$ cat src/rtl/quad_encoder_emulator_if.sv
// rtl/quad_encoder_emulator_if.sv - control inputs and encoder outputs of quad_encoder_emulator
interface quad_encoder_emulator_if #(
    parameter int EDGE_PERIOD_W = 24,
    parameter int BURST_W       = 16,
    parameter int POS_W         = 32
);
    logic                     Start;
    logic                     Stop;
    logic                     Reverse;
    logic [EDGE_PERIOD_W-1:0] EdgePeriod;
    logic [BURST_W-1:0]       BurstEdges;
    logic                     PosClear;
    logic                     A;
    logic                     B;
    logic                     Z;
    logic                     Busy;
    logic                     Done;
    logic [POS_W-1:0]         Position;

    modport master (
        output Start, Stop, Reverse, EdgePeriod, BurstEdges, PosClear,
        input  A, B, Z, Busy, Done, Position
    );

    modport slave (
        input  Start, Stop, Reverse, EdgePeriod, BurstEdges, PosClear,
        output A, B, Z, Busy, Done, Position
    );
endinterface

$ cat src/rtl/quad_encoder_emulator.sv
// rtl/quad_encoder_emulator.sv - quadrature A/B wheel-encoder waveform generator with burst and position tracking
// Index pulse Z and its revolution counter are built only when QENC_INDEX_EN is defined.
module quad_encoder_emulator #(
    parameter int EDGE_PERIOD_W = 24,
    parameter int BURST_W       = 16,
    parameter int POS_W         = 32,
    parameter int EDGES_PER_REV = 80
) (
    input  logic                   CLOCK_50,
    input  logic                   Reset,
    quad_encoder_emulator_if.slave bus
);
    typedef enum logic {IDLE, RUN} state_t;

    state_t                   state;
    logic [EDGE_PERIOD_W-1:0] timer;
    logic [EDGE_PERIOD_W-1:0] eff_period;
    logic [BURST_W-1:0]       remaining;
    logic                     burst_mode;
    logic [1:0]               step_idx;
    logic [1:0]               step_next;
    logic                     a_q;
    logic                     b_q;
    logic                     busy_q;
    logic                     done_q;
    logic [POS_W-1:0]         pos_q;
    logic                     step;
    logic                     finish;

    // step_idx counts 0..3 through the quadrature cycle; A = ^idx and B = idx[1] give AB 00,10,11,01.
    always_comb begin
        eff_period = (bus.EdgePeriod < EDGE_PERIOD_W'(2)) ? EDGE_PERIOD_W'(2) : bus.EdgePeriod;
        step       = (state == RUN) && !bus.Stop && (timer == EDGE_PERIOD_W'(1));
        finish     = (state == RUN) && !bus.Stop && burst_mode && (remaining == '0);
        step_next  = bus.Reverse ? (step_idx - 2'd1) : (step_idx + 2'd1);
    end

    always_ff @(posedge CLOCK_50 or negedge Reset) begin
        if (!Reset) begin
            state      <= IDLE;
            timer      <= '0;
            remaining  <= '0;
            burst_mode <= 1'b0;
            step_idx   <= 2'd0;
            a_q        <= 1'b0;
            b_q        <= 1'b0;
            busy_q     <= 1'b0;
            done_q     <= 1'b0;
            pos_q      <= '0;
        end else begin
            done_q <= 1'b0;
            case (state)
                IDLE: begin
                    if (bus.Start && !bus.Stop) begin
                        state      <= RUN;
                        busy_q     <= 1'b1;
                        remaining  <= bus.BurstEdges;
                        burst_mode <= (bus.BurstEdges != '0);
                        timer      <= eff_period;
                    end
                end
                RUN: begin
                    if (bus.Stop) begin
                        state  <= IDLE;
                        busy_q <= 1'b0;
                        timer  <= '0;
                    end else if (finish) begin
                        state  <= IDLE;
                        busy_q <= 1'b0;
                        done_q <= 1'b1;
                    end else if (step) begin
                        step_idx <= step_next;
                        a_q      <= ^step_next;
                        b_q      <= step_next[1];
                        timer    <= eff_period;
                        if (burst_mode) begin
                            remaining <= remaining - BURST_W'(1);
                        end
                    end else begin
                        timer <= timer - EDGE_PERIOD_W'(1);
                    end
                end
                default: state <= IDLE;
            endcase

            if (bus.PosClear) begin
                pos_q <= '0;
            end else if (step) begin
                pos_q <= bus.Reverse ? (pos_q - POS_W'(1)) : (pos_q + POS_W'(1));
            end
        end
    end

    assign bus.A        = a_q;
    assign bus.B        = b_q;
    assign bus.Busy     = busy_q;
    assign bus.Done     = done_q;
    assign bus.Position = pos_q;

`ifdef QENC_INDEX_EN
    localparam int REV_W = (EDGES_PER_REV > 1) ? $clog2(EDGES_PER_REV) : 1;
    localparam logic [REV_W-1:0] REV_LAST = REV_W'(EDGES_PER_REV - 1);

    logic [REV_W-1:0] rev_cnt;
    logic [REV_W-1:0] rev_next;
    logic             z_q;

    always_comb begin
        if (bus.PosClear) begin
            rev_next = '0;
        end else if (bus.Reverse) begin
            rev_next = (rev_cnt == '0) ? REV_LAST : (rev_cnt - REV_W'(1));
        end else begin
            rev_next = (rev_cnt == REV_LAST) ? '0 : (rev_cnt + REV_W'(1));
        end
    end

    // Z marks the single quadrature state AB=00 at revolution count 0, re-evaluated whenever either moves.
    always_ff @(posedge CLOCK_50 or negedge Reset) begin
        if (!Reset) begin
            rev_cnt <= '0;
            z_q     <= 1'b0;
        end else if (step) begin
            rev_cnt <= rev_next;
            z_q     <= (step_next == 2'd0) && (rev_next == '0);
        end else if (bus.PosClear) begin
            rev_cnt <= '0;
            z_q     <= (step_idx == 2'd0);
        end
    end

    assign bus.Z = z_q;
`else
    assign bus.Z = 1'b0;
`endif

endmodule

$ cat src/flat_wrapper.sv
// flat-port wrapper written by rule: the top's interface ports become plain ports
module quad_encoder_emulator_flat 
#(
    parameter int EDGE_PERIOD_W = 24,
    parameter int BURST_W       = 16,
    parameter int POS_W         = 32,
    parameter int EDGES_PER_REV = 80
)
  (CLOCK_50, Reset, bus_Start, bus_Stop, bus_Reverse, bus_EdgePeriod, bus_BurstEdges, bus_PosClear, bus_A, bus_B, bus_Z, bus_Busy, bus_Done, bus_Position);
  quad_encoder_emulator_if #(.EDGE_PERIOD_W(EDGE_PERIOD_W), .BURST_W(BURST_W), .POS_W(POS_W)) bus_i ();
  input  logic CLOCK_50;
  input  logic Reset;
  input wire logic [$bits(bus_i.Start)-1:0] bus_Start;
  input wire logic [$bits(bus_i.Stop)-1:0] bus_Stop;
  input wire logic [$bits(bus_i.Reverse)-1:0] bus_Reverse;
  input wire logic [$bits(bus_i.EdgePeriod)-1:0] bus_EdgePeriod;
  input wire logic [$bits(bus_i.BurstEdges)-1:0] bus_BurstEdges;
  input wire logic [$bits(bus_i.PosClear)-1:0] bus_PosClear;
  output wire logic [$bits(bus_i.A)-1:0] bus_A;
  output wire logic [$bits(bus_i.B)-1:0] bus_B;
  output wire logic [$bits(bus_i.Z)-1:0] bus_Z;
  output wire logic [$bits(bus_i.Busy)-1:0] bus_Busy;
  output wire logic [$bits(bus_i.Done)-1:0] bus_Done;
  output wire logic [$bits(bus_i.Position)-1:0] bus_Position;
  assign bus_i.Start = bus_Start;
  assign bus_i.Stop = bus_Stop;
  assign bus_i.Reverse = bus_Reverse;
  assign bus_i.EdgePeriod = bus_EdgePeriod;
  assign bus_i.BurstEdges = bus_BurstEdges;
  assign bus_i.PosClear = bus_PosClear;
  assign bus_A = bus_i.A;
  assign bus_B = bus_i.B;
  assign bus_Z = bus_i.Z;
  assign bus_Busy = bus_i.Busy;
  assign bus_Done = bus_i.Done;
  assign bus_Position = bus_i.Position;
  quad_encoder_emulator #(.EDGE_PERIOD_W(EDGE_PERIOD_W), .BURST_W(BURST_W), .POS_W(POS_W), .EDGES_PER_REV(EDGES_PER_REV)) u_core (.CLOCK_50(CLOCK_50), .Reset(Reset), .bus(bus_i));
endmodule
$ cat config.mk
export PLATFORM = sky130hd
export DESIGN_NAME = quad_encoder_emulator_flat
export DESIGN_NICKNAME = d
export VERILOG_FILES = /design/src/rtl/quad_encoder_emulator_if.sv /design/src/rtl/quad_encoder_emulator.sv /design/src/flat_wrapper.sv
export SDC_FILE = /design/constraint.sdc
export NUM_CORES = 1
export LEC_CHECK = 0
export BUFFER_PORTS_ARGS = -buffer_cell sky130_fd_sc_hd__clkbuf_2
export CAP_MARGIN = 0
export CORE_ASPECT_RATIO = 0.8
export CORE_MARGIN = 4
export CORE_UTILIZATION = 26
export DETAILED_ROUTE_END_ITERATION = 12
export SLEW_MARGIN = 10
export SYNTH_ARGS = -nofsm -noshare
export SYNTH_HDL_FRONTEND = slang
export SYNTH_SLANG_ARGS = --single-unit
$ cat constraint.sdc
create_clock -name CLOCK_50 -period 3.09 [get_ports CLOCK_50]
set_input_delay 0 -clock CLOCK_50 [delete_from_list [all_inputs] [get_ports CLOCK_50]]
set_output_delay 0 -clock CLOCK_50 [all_outputs]
set_load 0.01 [all_outputs]
==> flow_summary.rst, run 1 <==
.. list-table::
   :header-rows: 1

   * - Metric
     - Value
   * - Outcome
     - completed
   * - Flip-flop cell with the highest count after synthesis
     - sky130_fd_sc_hd__dfrtp_1
   * - Deepest level of the CTS H-tree
     - 3
   * - Unrepaired setup endpoints after global routing
     - yes
   * - Fill cell total of the finished layout
     - 2299
   * - Die boundary width
     - 174 µm
   * - Combinational cell fraction of total power
     - 19.4%
   * - Type of the worst setup path
     - reg2reg
   * - Maximum buffer depth of the clock tree
     - 2
   * - Share of layout cells above drive strength 1
     - 17.2%
   * - Hold Crit Class
     - in2reg
   * - Net switching power figure
     - 0.000917 W
   * - Worst skew pair latency
     - 0.35 ns
   * - TritonCTS Buffers
     - 9
   * - Worst path most repeated cell
     - sky130_fd_sc_hd__a21oi_1
   * - Slowest-stage cell, CP
     - sky130_fd_sc_hd__o41a_1
   * - Clock slew seen by the registers of the worst setup and hold paths
     - 0.07 ns
   * - Initial cell density of the core
     - 26.5%
   * - Average routed wire per standard cell
     - 15.0 µm
   * - Wire length of the first global-routing pass
     - 29200 µm
   * - Aggregate global routing overflow
     - 0
   * - Final hold vios
     - 0
   * - Buffers plus inverters on the worst setup path
     - 0
   * - Via count
     - 5841
   * - DR iter-0 viols
     - 460
   * - Largest net degree at the start of global routing
     - 74
   * - Worst endpoint required time
     - 3.33 ns
   * - Total Die Area
     - 24600 µm²
   * - GRT Overall Usage
     - 14.3%
   * - Setup tns final
     - 0 ns
   * - Leak Pwr
     - 3.26 nW
   * - DIE HEIGHT
     - 141 µm
   * - Kind of end point of the critical path
     - register
   * - Post-route DRC violation count
     - 0
   * - Core Area
     - 21700 µm²
   * - Net count of the mapped netlist
     - 809
   * - Switching Share
     - 30.0%
   * - Count of TritonRoute iterations in the first routing pass
     - 4
   * - Post-Place Worst Slack
     - 0.0160 ns
   * - Endpoints failing setup
     - 0
   * - Net count, final
     - 943
   * - Transition time of the tightest slew-check pin
     - 1.04 ns
   * - Number of port buffers
     - 81
   * - Syn Inst Count
     - 728
   * - Number of storage elements in the synthesis netlist
     - 79
   * - Number of enable-type register cells in the synthesized netlist
     - 0
   * - Critical Path Source Type
     - register
   * - Setup ws final
     - 0.177 ns
   * - Diodes inserted
     - 0
   * - Critical path's top delay family
     - compound AO/OA/AOI/OAI gates
   * - Distinct cell type count after synthesis
     - 64
   * - Max-cap check violation count
     - 0
   * - Data arrival time of the worst path
     - 3.16 ns
   * - Number of stages on the worst setup path
     - 10
   * - Final period utilization
     - 94.3%
   * - Number of stages on the worst hold path
     - 3
   * - Antenna violations before repair
     - 0
   * - Number of warnings reported in the yosys synthesis log
     - 0
   * - Total wire length after detailed routing
     - 17500 µm
   * - Internal power
     - 0.00214 W
   * - Slew Limit Fails
     - 0
   * - Register-to-Register Path Depth
     - 10
   * - Critical path, cell by cell
     - ha_1 > a21oi_1 > o21a_1 > o21bai_1 > nor4b_4 > a211o_1 > a21oi_1 > o41a_1 > or3_1 > a311oi_2
   * - Reg-to-reg critical path startpoint
     - u_core.bus.Position[7]
   * - Endpoint of the worst register-to-register path
     - u_core.bus.Position[28]
   * - Destination of the critical timing path
     - u_core.bus.Position[28]
   * - Delay of the slowest cell on the worst path
     - 0.42 ns
   * - Critical Path Fanout Max
     - 5
   * - Critical Path Source
     - u_core.bus.Position[7]
   * - Number of global-route vias before repair
     - 5584
   * - Post-synthesis average cell area
     - 7.91 µm²
   * - Area growth from synthesis to final layout
     - 29.4%
   * - Ports placed on the boundary
     - 83
   * - CTS sink cnt
     - 79
   * - Sequential element share of the synthesized area
     - 34.3%
   * - Minimum clock period after layout
     - 2.91 ns
   * - Setup slack, reg-to-reg
     - 0.18 ns
   * - Worst slew slack as a fraction of its limit
     - 30.9%
   * - Top achievable clock speed
     - 0.343 GHz
   * - Post-detail-place hpwl
     - 12400 µm
   * - Post-DRT Antenna Nets
     - 0
   * - Part of the power in registers
     - 40.9%
   * - Root buffer cell
     - sky130_fd_sc_hd__clkbuf_16
   * - TritonCTS clock tree
     - built
   * - Async S/R FF share, synth
     - 100%
   * - Vias per std cell
     - 5.01
   * - Row Count
     - 48
   * - Share of total power in the clock network
     - 39.7%
   * - Clk_skew
     - 0.0122 ns
   * - RePlAce Congestion
     - 0.845
   * - Power Dens Cells
     - 411 nW/µm²
   * - Maximum vdd drop
     - 0.237 mV
   * - Post-synthesis cell area
     - 5760 µm²
[stage by stage]
step           util (%)  power, W  area, µm²  hold slack, ns  instances
6_report           34.4   0.00306       7450          0.0326       1167
5_1_grt            34.4   0.00323       7450          0.0376       1167
4_1_cts            34.0   0.00309       7380          0.0312       1166
3_5_place_dp       30.8   0.00182       6670           0.252       1112
3_3_place_gp       30.8   0.00181       6670           0.249       1112
2_1_floorplan         -   0.00161       5760          -0.296        728
[synthesized netlist by cell type, types with 3 or more instances]
cell / count / share of area (%)
sky130_fd_sc_hd__a211oi_1: 4 / 0.52
sky130_fd_sc_hd__a21o_1: 17 / 2.2
sky130_fd_sc_hd__a21oi_1: 88 / 7.7
sky130_fd_sc_hd__a221oi_1: 4 / 0.61
sky130_fd_sc_hd__a22oi_1: 8 / 1.0
sky130_fd_sc_hd__a311oi_1: 3 / 0.46
sky130_fd_sc_hd__a31oi_1: 7 / 0.76
sky130_fd_sc_hd__a32oi_1: 5 / 0.76
sky130_fd_sc_hd__and3_1: 4 / 0.43
sky130_fd_sc_hd__and4_1: 3 / 0.46
sky130_fd_sc_hd__buf_2: 6 / 0.52
sky130_fd_sc_hd__clkbuf_1: 23 / 1.5
sky130_fd_sc_hd__dfrtp_1: 79 / 34
sky130_fd_sc_hd__ha_1: 34 / 7.4
sky130_fd_sc_hd__inv_1: 21 / 1.4
sky130_fd_sc_hd__nand2_1: 82 / 5.3
sky130_fd_sc_hd__nand2b_1: 5 / 0.54
sky130_fd_sc_hd__nand3_1: 22 / 1.9
sky130_fd_sc_hd__nand3b_1: 10 / 1.3
sky130_fd_sc_hd__nand4_1: 5 / 0.54
sky130_fd_sc_hd__nor2_1: 67 / 4.4
sky130_fd_sc_hd__nor2b_1: 6 / 0.65
sky130_fd_sc_hd__nor3_1: 30 / 2.6
sky130_fd_sc_hd__nor4_1: 18 / 2.0
sky130_fd_sc_hd__o211ai_1: 4 / 0.52
sky130_fd_sc_hd__o21a_1: 6 / 0.78
sky130_fd_sc_hd__o21ai_0: 73 / 6.3
sky130_fd_sc_hd__o21bai_1: 7 / 0.91
sky130_fd_sc_hd__o22ai_1: 11 / 1.2
sky130_fd_sc_hd__o31ai_1: 3 / 0.39
sky130_fd_sc_hd__or3_1: 11 / 1.2
sky130_fd_sc_hd__xnor2_1: 12 / 1.8
sky130_fd_sc_hd__xor2_1: 9 / 1.4
[kinds of logic after synthesis]
| logic type | after synthesis | synth area share (%) |
|---|---|---|
| DFF | 79 | 34.3 |
| buffers and inverters | 51 | 3.52 |
| other | 1 | 0.0652 |
| adders and majority gates | 35 | 7.74 |
| xor gates and xnor gates | 21 | 3.20 |
| muxes | 2 | 0.370 |
| and+or+nand+nor | 281 | 24.0 |
| AOI/OAI and AO/OA | 258 | 26.8 |
[state kept, by name, indices dropped and copies added, names as in the netlist]
name and cells:
u_core.burst_mode 1, u_core.bus.A 1, u_core.bus.Busy 1, u_core.bus.Done 1
u_core.bus.Position 32, u_core.remaining 16, u_core.state 1, u_core.step_idx 2
u_core.timer 24
[worst min path at each step]
stage                                     end  slack [ns]               start
after CTS                    u_core.timer[13]        0.03  bus_EdgePeriod[13]
after global placement    u_core.remaining[4]        0.25               Reset
final                        u_core.timer[13]        0.03  bus_EdgePeriod[13]
after floorplan             u_core.burst_mode       -0.30               Reset
after detailed placement  u_core.remaining[3]        0.25               Reset
after global routing         u_core.timer[12]        0.04  bus_EdgePeriod[12]
[area by class of cell]
class                           count  area, µm²  share of cell area [%]
Timing Repair Buffer              153       1040                    14.0
Inverter                           21       78.8                    1.06
Sequential cell                    79       1980                    26.5
Multi-Input combinational cell    598       3640                    48.9
Clock buffer                       11        253                    3.39
Clock inverter                      5       80.1                    1.08
Tap cell                          300        375                    5.04
[power by group through the flow]
stage          clock network, W  logic, W  registers, W
2_1_floorplan                 0  0.000369       0.00124
3_3_place_gp                  0  0.000543       0.00127
3_5_place_dp                  0  0.000548       0.00127
4_1_cts                 0.00125  0.000590       0.00125
5_1_grt                 0.00129  0.000672       0.00127
6_report                0.00122  0.000593       0.00125
[tightest hold or removal path, cell delays in order]
cell and delay (ns):
sky130_fd_sc_hd__clkbuf_2 0.12, sky130_fd_sc_hd__a22oi_1 0.08, sky130_fd_sc_hd__o21ai_0 0.14
[metal layers]
layer	GRT usage (%)	wire length [µm]
met5	0	0
met4	3.21	245
met3	3.75	906
met2	21.0	7220
met1	20.9	9090
[layout by cell type (no fill, tap or decap), drive strengths merged, types with 33 or more instances in the layout]
| master | netlist | final |
|---|---|---|
| dlygate4sd3 | 0 | 38 |
| nor2 | 68 | 68 |
| nand2 | 82 | 82 |
| a21oi | 88 | 88 |
| o21ai | 76 | 76 |
| dfrtp | 79 | 79 |
| clkbuf | 23 | 91 |
| buf | 7 | 35 |
| ha | 34 | 34 |
| nor3 | 33 | 33 |
[repair_timing]
action | CTS | global route
hold buffers | 38 | 0
setup buffers | 0 | 1
setup endpoints to repair | 0 | 6
hold endpoints to repair | 108 | 0
resized for setup | 0 | 10
Note: power is estimated with default switching activity, not from simulation.
==> run 2, diff against run 1 <==
--- a/config.mk
+++ b/config.mk
@@ -5,6 +5,7 @@
 export SDC_FILE = /design/constraint.sdc
 export NUM_CORES = 1
 export LEC_CHECK = 0
+export ABC_AREA = 1
 export BUFFER_PORTS_ARGS = -buffer_cell sky130_fd_sc_hd__clkbuf_2
 export CAP_MARGIN = 0
 export CORE_ASPECT_RATIO = 0.8
==> run 2 against run 1 <==
Clock-buffer cell count shrank 2; highest routed layer unchanged; sequential power increased by 5%; sequential cell count stayed put; critical endpoint is now u_core.bus.Position[18]; largest cell class unchanged.
==> flow_summary.rst, run 2 <==
.. list-table::
   :header-rows: 1

   * - Metric
     - Value
   * - Outcome
     - completed
   * - TritonCTS clock tree
     - built
   * - Final period utilization
     - 81.3% (-13 points)
   * - Maximum vdd drop
     - 0.262 mV (+10%)
   * - Count of TritonRoute iterations in the first routing pass
     - 5 (+1)
   * - Clock slew seen by the registers of the worst setup and hold paths
     - 0.07 ns (about the same)
   * - Post-Place Worst Slack
     - 0.580 ns (+0.564 ns)
   * - RePlAce Congestion
     - 0.921 (+8.9%)
   * - Number of stages on the worst hold path
     - 5 (+2)
   * - Async S/R FF share, synth
     - 100% (unchanged)
   * - Main area contributors after synthesis
     - sky130_fd_sc_hd__dfrtp_1 (27%), sky130_fd_sc_hd__nand2_1 (24%), sky130_fd_sc_hd__inv_1 (10%)
   * - Slowest-stage cell, CP
     - sky130_fd_sc_hd__inv_1
   * - Root buffer cell
     - sky130_fd_sc_hd__clkbuf_16
   * - Sequential cell area
     - 1980 µm² (unchanged)
   * - DIE HEIGHT
     - 158 µm (+12%)
   * - Critical Path Source Type
     - register
   * - Ports placed on the boundary
     - 83 (unchanged)
   * - Sequential element share of the synthesized area
     - 27.1% (-7.3 points)
   * - Critical Path Fanout Max
     - 22 (+17)
   * - GRT Overall Usage
     - 15.0% (+0.75 points)
   * - Worst slew slack as a fraction of its limit
     - 36.1% (+5.3 points)
   * - Vias per std cell
     - 4.54 (-9.3%)
   * - Final worst hold slack
     - 0.0121 ns (-0.0205 ns)
   * - Endpoint of the worst register-to-register path
     - u_core.bus.Position[18]
   * - Post-CTS setup buffers
     - 0 (unchanged)
   * - Worst endpoint required time
     - 3.37 ns (+0.04 ns)
   * - CTS sink cnt
     - 79 (unchanged)
   * - Net count of the mapped netlist
     - 1337 (+65%)
   * - Multi-input combinational cell area
     - 4450 µm² (+22%)
   * - Die boundary width
     - 195 µm (+12%)
   * - Worst skew pair latency
     - 0.36 ns (about the same)
   * - Total wire length after detailed routing
     - 22700 µm (+30%)
   * - Post-route DRC violation count
     - 0 (unchanged)
   * - Top-area cell type share of the netlist area
     - 27.1% (-7.3 points)
   * - Post-detail-place hpwl
     - 17100 µm (+38%)
   * - Hold Crit Class
     - in2reg
   * - Distinct cell type count after synthesis
     - 41 (-36%)
   * - Wire length of the first global-routing pass
     - 38000 µm (+30%)
   * - Fill cell total of the finished layout
     - 3076 (+34%)
   * - Reg-to-reg critical path startpoint
     - u_core.timer[1]
   * - Critical Path Source
     - u_core.timer[1]
   * - Top library cells by usage in the layout, fill and taps aside
     - sky130_fd_sc_hd__nand2_1 (458), sky130_fd_sc_hd__inv_1 (194), sky130_fd_sc_hd__nor2_1 (176)
   * - Diodes inserted
     - 0 (unchanged)
   * - Number of storage elements in the synthesis netlist
     - 79 (unchanged)
   * - Net count, final
     - 1436 (+52%)
   * - Average routed wire per standard cell
     - 13.2 µm (-12%)
   * - Endpoints failing setup
     - 0 (unchanged)
   * - TritonCTS Buffers
     - 9 (unchanged)
   * - Setup ws final
     - 0.577 ns (+0.400 ns)
   * - CTS Hold Bufs
     - 23 (-39%)
   * - Flip-flop cell with the highest count after synthesis
     - sky130_fd_sc_hd__dfrtp_1
   * - Delay of the slowest cell on the worst path
     - 0.73 ns (+0.31 ns)
   * - Setup tns final
     - 0 ns (unchanged)
   * - Total Die Area
     - 30800 µm² (+25%)
   * - Transition time of the tightest slew-check pin
     - 0.958 ns (-0.0791 ns)
   * - Slew Limit Fails
     - 0 (unchanged)
   * - Type of the worst setup path
     - reg2reg
   * - Initial cell density of the core
     - 26.6% (about the same)
   * - Setup slack, reg-to-reg
     - 0.58 ns (+0.40 ns)
   * - Most numerous cell types in the synthesized netlist
     - sky130_fd_sc_hd__nand2_1 (458), sky130_fd_sc_hd__inv_1 (194), sky130_fd_sc_hd__nor2_1 (176), sky130_fd_sc_hd__nand3_1 (95), sky130_fd_sc_hd__dfrtp_1 (79)
   * - Syn Inst Count
     - 1256 (+73%)
   * - Antenna violations before repair
     - 0 (unchanged)
   * - Worst path most repeated cell
     - sky130_fd_sc_hd__nand2_1
   * - Kind of end point of the critical path
     - register
   * - Max-cap check violation count
     - 0 (unchanged)
   * - Most common cell in the netlist
     - sky130_fd_sc_hd__nand2_1
   * - Register-to-Register Path Depth
     - 10 (unchanged)
   * - Final Power
     - 0.00334 W (+9.1%)
   * - Number of warnings reported in the yosys synthesis log
     - 0 (unchanged)
   * - Post-synthesis cell area
     - 7300 µm² (+27%)
   * - Most common cell after layout, fill and taps aside
     - sky130_fd_sc_hd__nand2_1
   * - Post-DRT Antenna Nets
     - 0 (unchanged)
   * - Unrepaired setup endpoints after global routing
     - no
   * - Row Count
     - 54 (+13%)
   * - Number of global-route vias before repair
     - 7484 (+34%)
   * - Largest register FFs
     - 32 (unchanged)
   * - Clk_skew
     - 0.0112 ns (-0.00104 ns)
   * - Launch instance of the worst min-delay path
     - bus_BurstEdges[12]
   * - Area growth from synthesis to final layout
     - 17.9%
   * - Maximum buffer depth of the clock tree
     - 2 (unchanged)
   * - Data arrival time of the worst path
     - 2.80 ns (-0.36 ns)
   * - Number of enable-type register cells in the synthesized netlist
     - 0 (unchanged)
   * - Post-synthesis average cell area
     - 5.81 µm² (-26%)
   * - CTS-repair resized insts
     - 0 (unchanged)
   * - Power Dens Cells
     - 388 nW/µm² (-5.7%)
   * - Final hold vios
     - 0 (unchanged)
   * - DR iter-0 viols
     - 636 (+38%)
   * - Hold worst-path end
     - u_core.remaining[12]
   * - Number of port buffers
     - 81 (unchanged)
   * - Aggregate global routing overflow
     - 0 (unchanged)
   * - Critical path, cell by cell
     - inv_1 > ha_1 > nand3_1 > nor2_2 > nand2_1 > nor2_4 > nand2_1 > inv_1 > nand2_1 > o21ai_1
   * - Post-route core utilization
     - 31.3% (-3.0 points)
   * - Via count
     - 7823 (+34%)
   * - Minimum clock period after layout
     - 2.51 ns (-0.400 ns)
   * - Top achievable clock speed
     - 0.398 GHz (+16%)
   * - Post-synthesis cell type with the largest combined area
     - sky130_fd_sc_hd__dfrtp_1
   * - Leak Pwr
     - 4.78 nW (+46%)
   * - Largest net degree at the start of global routing
     - 68 (-8.1%)
   * - Deepest level of the CTS H-tree
     - 3 (unchanged)
   * - Core Area
     - 27500 µm² (+27%)
   * - Share of layout cells above drive strength 1
     - 9.34% (-7.8 points)
[run 2: logic make-up after synthesis]
family | Yosys count | share of synthesized area (%)
AOI/OAI and AO/OA | 115 | 8.19
other | 1 | 0.0514
xor gates and xnor gates | 17 | 2.04
buffers and inverters | 222 | 12.0
DFF | 79 | 27.1
adders and majority gates | 35 | 6.10
and+or+nand+nor | 787 | 44.6
[run 2: metal layers]
metal | wire length, µm | track usage, %
met1 | 11200 | 21.0
met2 | 9800 | 24.1
met3 | 1390 | 3.13
met4 | 258 | 3.16
met5 | 0 | 0
[run 2: through the flow]
step	instance area, µm²	cells
2_1_floorplan	7300	1256
3_3_place_gp	8090	1685
3_5_place_dp	8090	1685
4_1_cts	8610	1724
5_1_grt	8610	1724
6_report	8610	1724
[run 2: how the worst max path moves through the flow]
stage	to	slack, ns
global route	u_core.bus.Position[14]	0.23
CTS	u_core.bus.Position[18]	0.55
detailed placement	u_core.bus.Position[15]	0.58
floorplan	u_core.bus.Position[28]	1.28
global placement	u_core.bus.Position[12]	0.66
finish	u_core.bus.Position[18]	0.58
[run 2: cell type report]
cell class,count,area share (%)
clock buffers,9,2.62
clock inverters,7,0.785
inverters,199,8.67
multi-input cells,955,51.7
flip-flops and latches,79,23.0
well taps,364,5.29
repair buffers,111,8.02
[run 2: power by group]
group	switching, W	leakage [nW]	total [W]	internal [W]
combinational	0.000605	3.62	0.000927	0.000322
sequential	0.000149	1.01	0.00131	0.00116
clock	0.000537	0.145	0.00110	0.000565
total	0.00129	4.78	0.00334	0.00205
[run 2: critical path: cells and delay by family (launching register included)]
family / cells / cell delay [ns]
flip-flops: 1 / 0.38
adder cells (fa/ha/maj): 1 / 0.21
AND/OR/NAND/NOR: 6 / 0.83
AO/OA/AOI/OAI: 1 / 0.14
buffers and inverters: 2 / 0.86
==> run 3, diff against run 2 <==
--- a/config.mk
+++ b/config.mk
@@ -5,7 +5,7 @@
 export SDC_FILE = /design/constraint.sdc
 export NUM_CORES = 1
 export LEC_CHECK = 0
-export ABC_AREA = 1
+export ABC_AREA = 0
 export BUFFER_PORTS_ARGS = -buffer_cell sky130_fd_sc_hd__clkbuf_2
 export CAP_MARGIN = 0
 export CORE_ASPECT_RATIO = 0.8
==> constraint.sdc (replaced) <==
create_clock -name CLOCK_50 -period 2.55 [get_ports CLOCK_50]
set_input_delay 0 -clock CLOCK_50 [delete_from_list [all_inputs] [get_ports CLOCK_50]]
set_output_delay 0 -clock CLOCK_50 [all_outputs]
set_load 0.01 [all_outputs]
==> run 3 against run 2 <==
The run now ends with negative setup slack left; cell area is essentially flat; global-route usage grew 0.20 points; critical path depth shrank 1; critical path type unchanged; critical endpoint is now u_core.remaining[12].
==> flow_summary.rst, run 3 (same netlist as run 1, synthesis figures left out) <==
.. list-table::
   :header-rows: 1

   * - Metric
     - Value
   * - Kind of end point of the critical path
     - register
   * - Critical Path Source Type
     - register
   * - Transition time of the tightest slew-check pin
     - 0.743 ns (-0.215 ns)
   * - Maximum buffer depth of the clock tree
     - 2 (unchanged)
   * - TritonCTS clock tree
     - built
   * - Total wire length after detailed routing
     - 19400 µm (-14%)
   * - Via count
     - 6211 (-21%)
   * - Final period utilization
     - 104% (+22 points)
   * - Hold Crit Class
     - in2reg
   * - Number of port buffers
     - 81 (unchanged)
   * - Multi-input combinational cell area
     - 4140 µm² (-7.1%)
   * - DIE HEIGHT
     - 141 µm (-11%)
   * - Unrepaired setup endpoints after global routing
     - yes
   * - Buffers plus inverters on the worst setup path
     - 0 (-2)
   * - Total Die Area
     - 24600 µm² (-20%)
   * - Final non-filler cell total
     - 1242 (-28%)
   * - Outcome
     - finished with violations
   * - Worst endpoint required time
     - 2.77 ns (-0.60 ns)
   * - Largest net degree at the start of global routing
     - 47 (-31%)
   * - Setup slack, reg-to-reg
     - -0.09 ns (-0.67 ns)
   * - Clock slew seen by the registers of the worst setup and hold paths
     - 0.07 ns (about the same)
   * - Row Count
     - 48 (-11%)
   * - Reg-to-reg critical path startpoint
     - u_core.timer[6]
   * - Critical path's top delay family
     - simple AND/OR/NAND/NOR gates
   * - Area growth from synthesis to final layout
     - 49.5%
   * - Minimum clock period after layout
     - 2.64 ns (+0.129 ns)
   * - GRT Overall Usage
     - 15.2% (+0.20 points)
   * - Vias per std cell
     - 5.00 (+10%)
   * - Endpoints failing setup
     - 8 (+8)
   * - Initial cell density of the core
     - 26.5% (about the same)
   * - Die boundary width
     - 174 µm (-11%)
   * - Setup ws final
     - -0.0920 ns (-0.669 ns)
   * - Clk_skew
     - 0.0102 ns (-0.000948 ns)
   * - Final hold vios
     - 0 (unchanged)
   * - Power Dens Cells
     - 452 nW/µm² (+16%)
   * - Post-route DRC violation count
     - 0 (unchanged)
   * - Number of stages on the worst hold path
     - 3 (-2)
   * - Type of the worst setup path
     - reg2reg
   * - CTS sink cnt
     - 79 (unchanged)
   * - Root buffer cell
     - sky130_fd_sc_hd__clkbuf_16
   * - Deepest level of the CTS H-tree
     - 3 (unchanged)
   * - Critical path, cell by cell
     - or4_4 > or3_4 > nor3_4 > o21ai_2 > a2bb2oi_2 > or2_4 > or3_1 > o21ai_1 > a21oi_1
   * - Data arrival time of the worst path
     - 2.86 ns (+0.06 ns)
   * - Register-to-Register Path Depth
     - 9 (-1)
   * - Violations in the final reports
     - negative setup slack
   * - Post-route core utilization
     - 39.7% (+8.4 points)
   * - Post-detail-place hpwl
     - 13700 µm (-20%)
   * - Max-cap check violation count
     - 0 (unchanged)
   * - Slew Limit Fails
     - 0 (unchanged)
   * - Wire length of the first global-routing pass
     - 31000 µm (-18%)
   * - Number of global-route vias before repair
     - 6035 (-19%)
   * - Worst skew pair latency
     - 0.35 ns (about the same)
   * - Share of layout cells above drive strength 1
     - 32.4% (+23 points)
   * - Launch instance of the worst min-delay path
     - bus_EdgePeriod[7]
   * - Diodes inserted
     - 0 (unchanged)
   * - Leak Pwr
     - 3.74 nW (-22%)
   * - Most common cell after layout, fill and taps aside
     - sky130_fd_sc_hd__buf_4
   * - Critical Path Fanout Max
     - 4 (-82%)
   * - Worst slew slack as a fraction of its limit
     - 50.2% (+14 points)
   * - Hold worst-path end
     - u_core.timer[7]
   * - RePlAce Congestion
     - 0.847 (-8.0%)
   * - Count of TritonRoute iterations in the first routing pass
     - 4 (-1)
   * - Sequential cell area
     - 1980 µm² (+0.13%)
   * - Top library cells by usage in the layout, fill and taps aside
     - sky130_fd_sc_hd__buf_4 (102), sky130_fd_sc_hd__nand2_1 (80), sky130_fd_sc_hd__clkbuf_2 (80)
   * - Post-DRT Antenna Nets
     - 0 (unchanged)
   * - Final worst hold slack
     - 0.00880 ns (-0.00327 ns)
   * - Top achievable clock speed
     - 0.378 GHz (-4.9%)
   * - DR iter-0 viols
     - 423 (-33%)
   * - Largest register FFs
     - 32 (unchanged)
   * - Antenna violations before repair
     - 0 (unchanged)
   * - TritonCTS Buffers
     - 9 (unchanged)
   * - Delay of the slowest cell on the worst path
     - 0.54 ns (-0.19 ns)
   * - Average routed wire per standard cell
     - 15.6 µm (+19%)
   * - Fill cell total of the finished layout
     - 2169 (-29%)
   * - Core Area
     - 21700 µm² (-21%)
   * - Number of placed cells counting well taps
     - 1179 (-30%)
   * - Ports placed on the boundary
     - 83 (unchanged)
   * - Maximum vdd drop
     - 0.284 mV (+8.4%)
   * - Endpoint of the worst register-to-register path
     - u_core.remaining[12]
   * - Net count, final
     - 1018 (-29%)
   * - Aggregate global routing overflow
     - 0 (unchanged)
   * - Slowest-stage cell, CP
     - sky130_fd_sc_hd__or4_4
-- run 3: worst reg2reg max path, delay by kind of cell, from the launching register on --
kind / cells / cell delay, ns
AOI/OAI and AO/OA: 4 / 0.39
and+or+nand+nor: 5 / 1.74
DFF: 1 / 0.39
-- run 3: repair_timing --
item / 4_1_cts / 5_1_grt
buffers inserted: 1 / 11
endpoints found under the setup margin: 30 / 60
hold buffers: 35 / 0
hold endpoints to repair: 66 / 0
resized for setup: 15 / 69
pin swaps: 11 / 38
gates cloned: 0 / 1
-- run 3: report_power, final --
| part | internal, W | switching, W |
|---|---|---|
| clock | 0.000891 | 0.000591 |
| combinational | 0.000412 | 0.000482 |
| sequential | 0.00138 | 0.000136 |
| total | 0.00268 | 0.00121 |
-- run 3: metrics by stage --
| stage | worst slack [ns] | total power, W | instance area (µm²) | setup TNS (ns) |
|---|---|---|---|---|
| after floorplan | -0.236 | 0.00197 | 5970 | -1.77 |
| after global placement | -0.106 | 0.00230 | 7410 | -0.987 |
| after detailed placement | -0.149 | 0.00232 | 7410 | -1.03 |
| after CTS | -0.0672 | 0.00387 | 8150 | -0.250 |
| after global routing | -0.181 | 0.00410 | 8600 | -2.53 |
| final | -0.0920 | 0.00389 | 8600 | -0.286 |
-- run 3: final cells by class --
cell class              count  share of cell area (%)
clock buffers              10                    2.78
well taps                 300                    4.36
repair buffers            228                    19.8
multi-input cells         598                    48.1
clock inverters             6                    1.05
flip-flops and latches     79                    23.0
inverters                  21                   0.916
-- run 3: worst max path at each step --
| stage | from | endpoint | slack (ns) | cells past startpoint |
|---|---|---|---|---|
| 3_3_place_gp | u_core.timer[0] | u_core.timer[2] | -0.11 | 8 |
| 3_5_place_dp | u_core.timer[6] | u_core.timer[22] | -0.15 | 9 |
| 4_1_cts | u_core.bus.Position[7] | u_core.bus.Position[28] | -0.07 | 10 |
| 5_1_grt | u_core.timer[6] | u_core.remaining[12] | -0.18 | 9 |
| 2_1_floorplan | u_core.timer[6] | u_core.timer[22] | -0.24 | 10 |
| 6_report | u_core.timer[6] | u_core.remaining[12] | -0.09 | 9 |
-- run 3: metal layers --
metal / track usage [%] / up-vias / share of wire [%]
li1: - / 3108 / -
met1: 22.6 / 2964 / 52
met2: 22.9 / 128 / 42
met3: 3.14 / 11 / 4.3
met4: 3.00 / 0 / 0.85
met5: 0 / - / 0
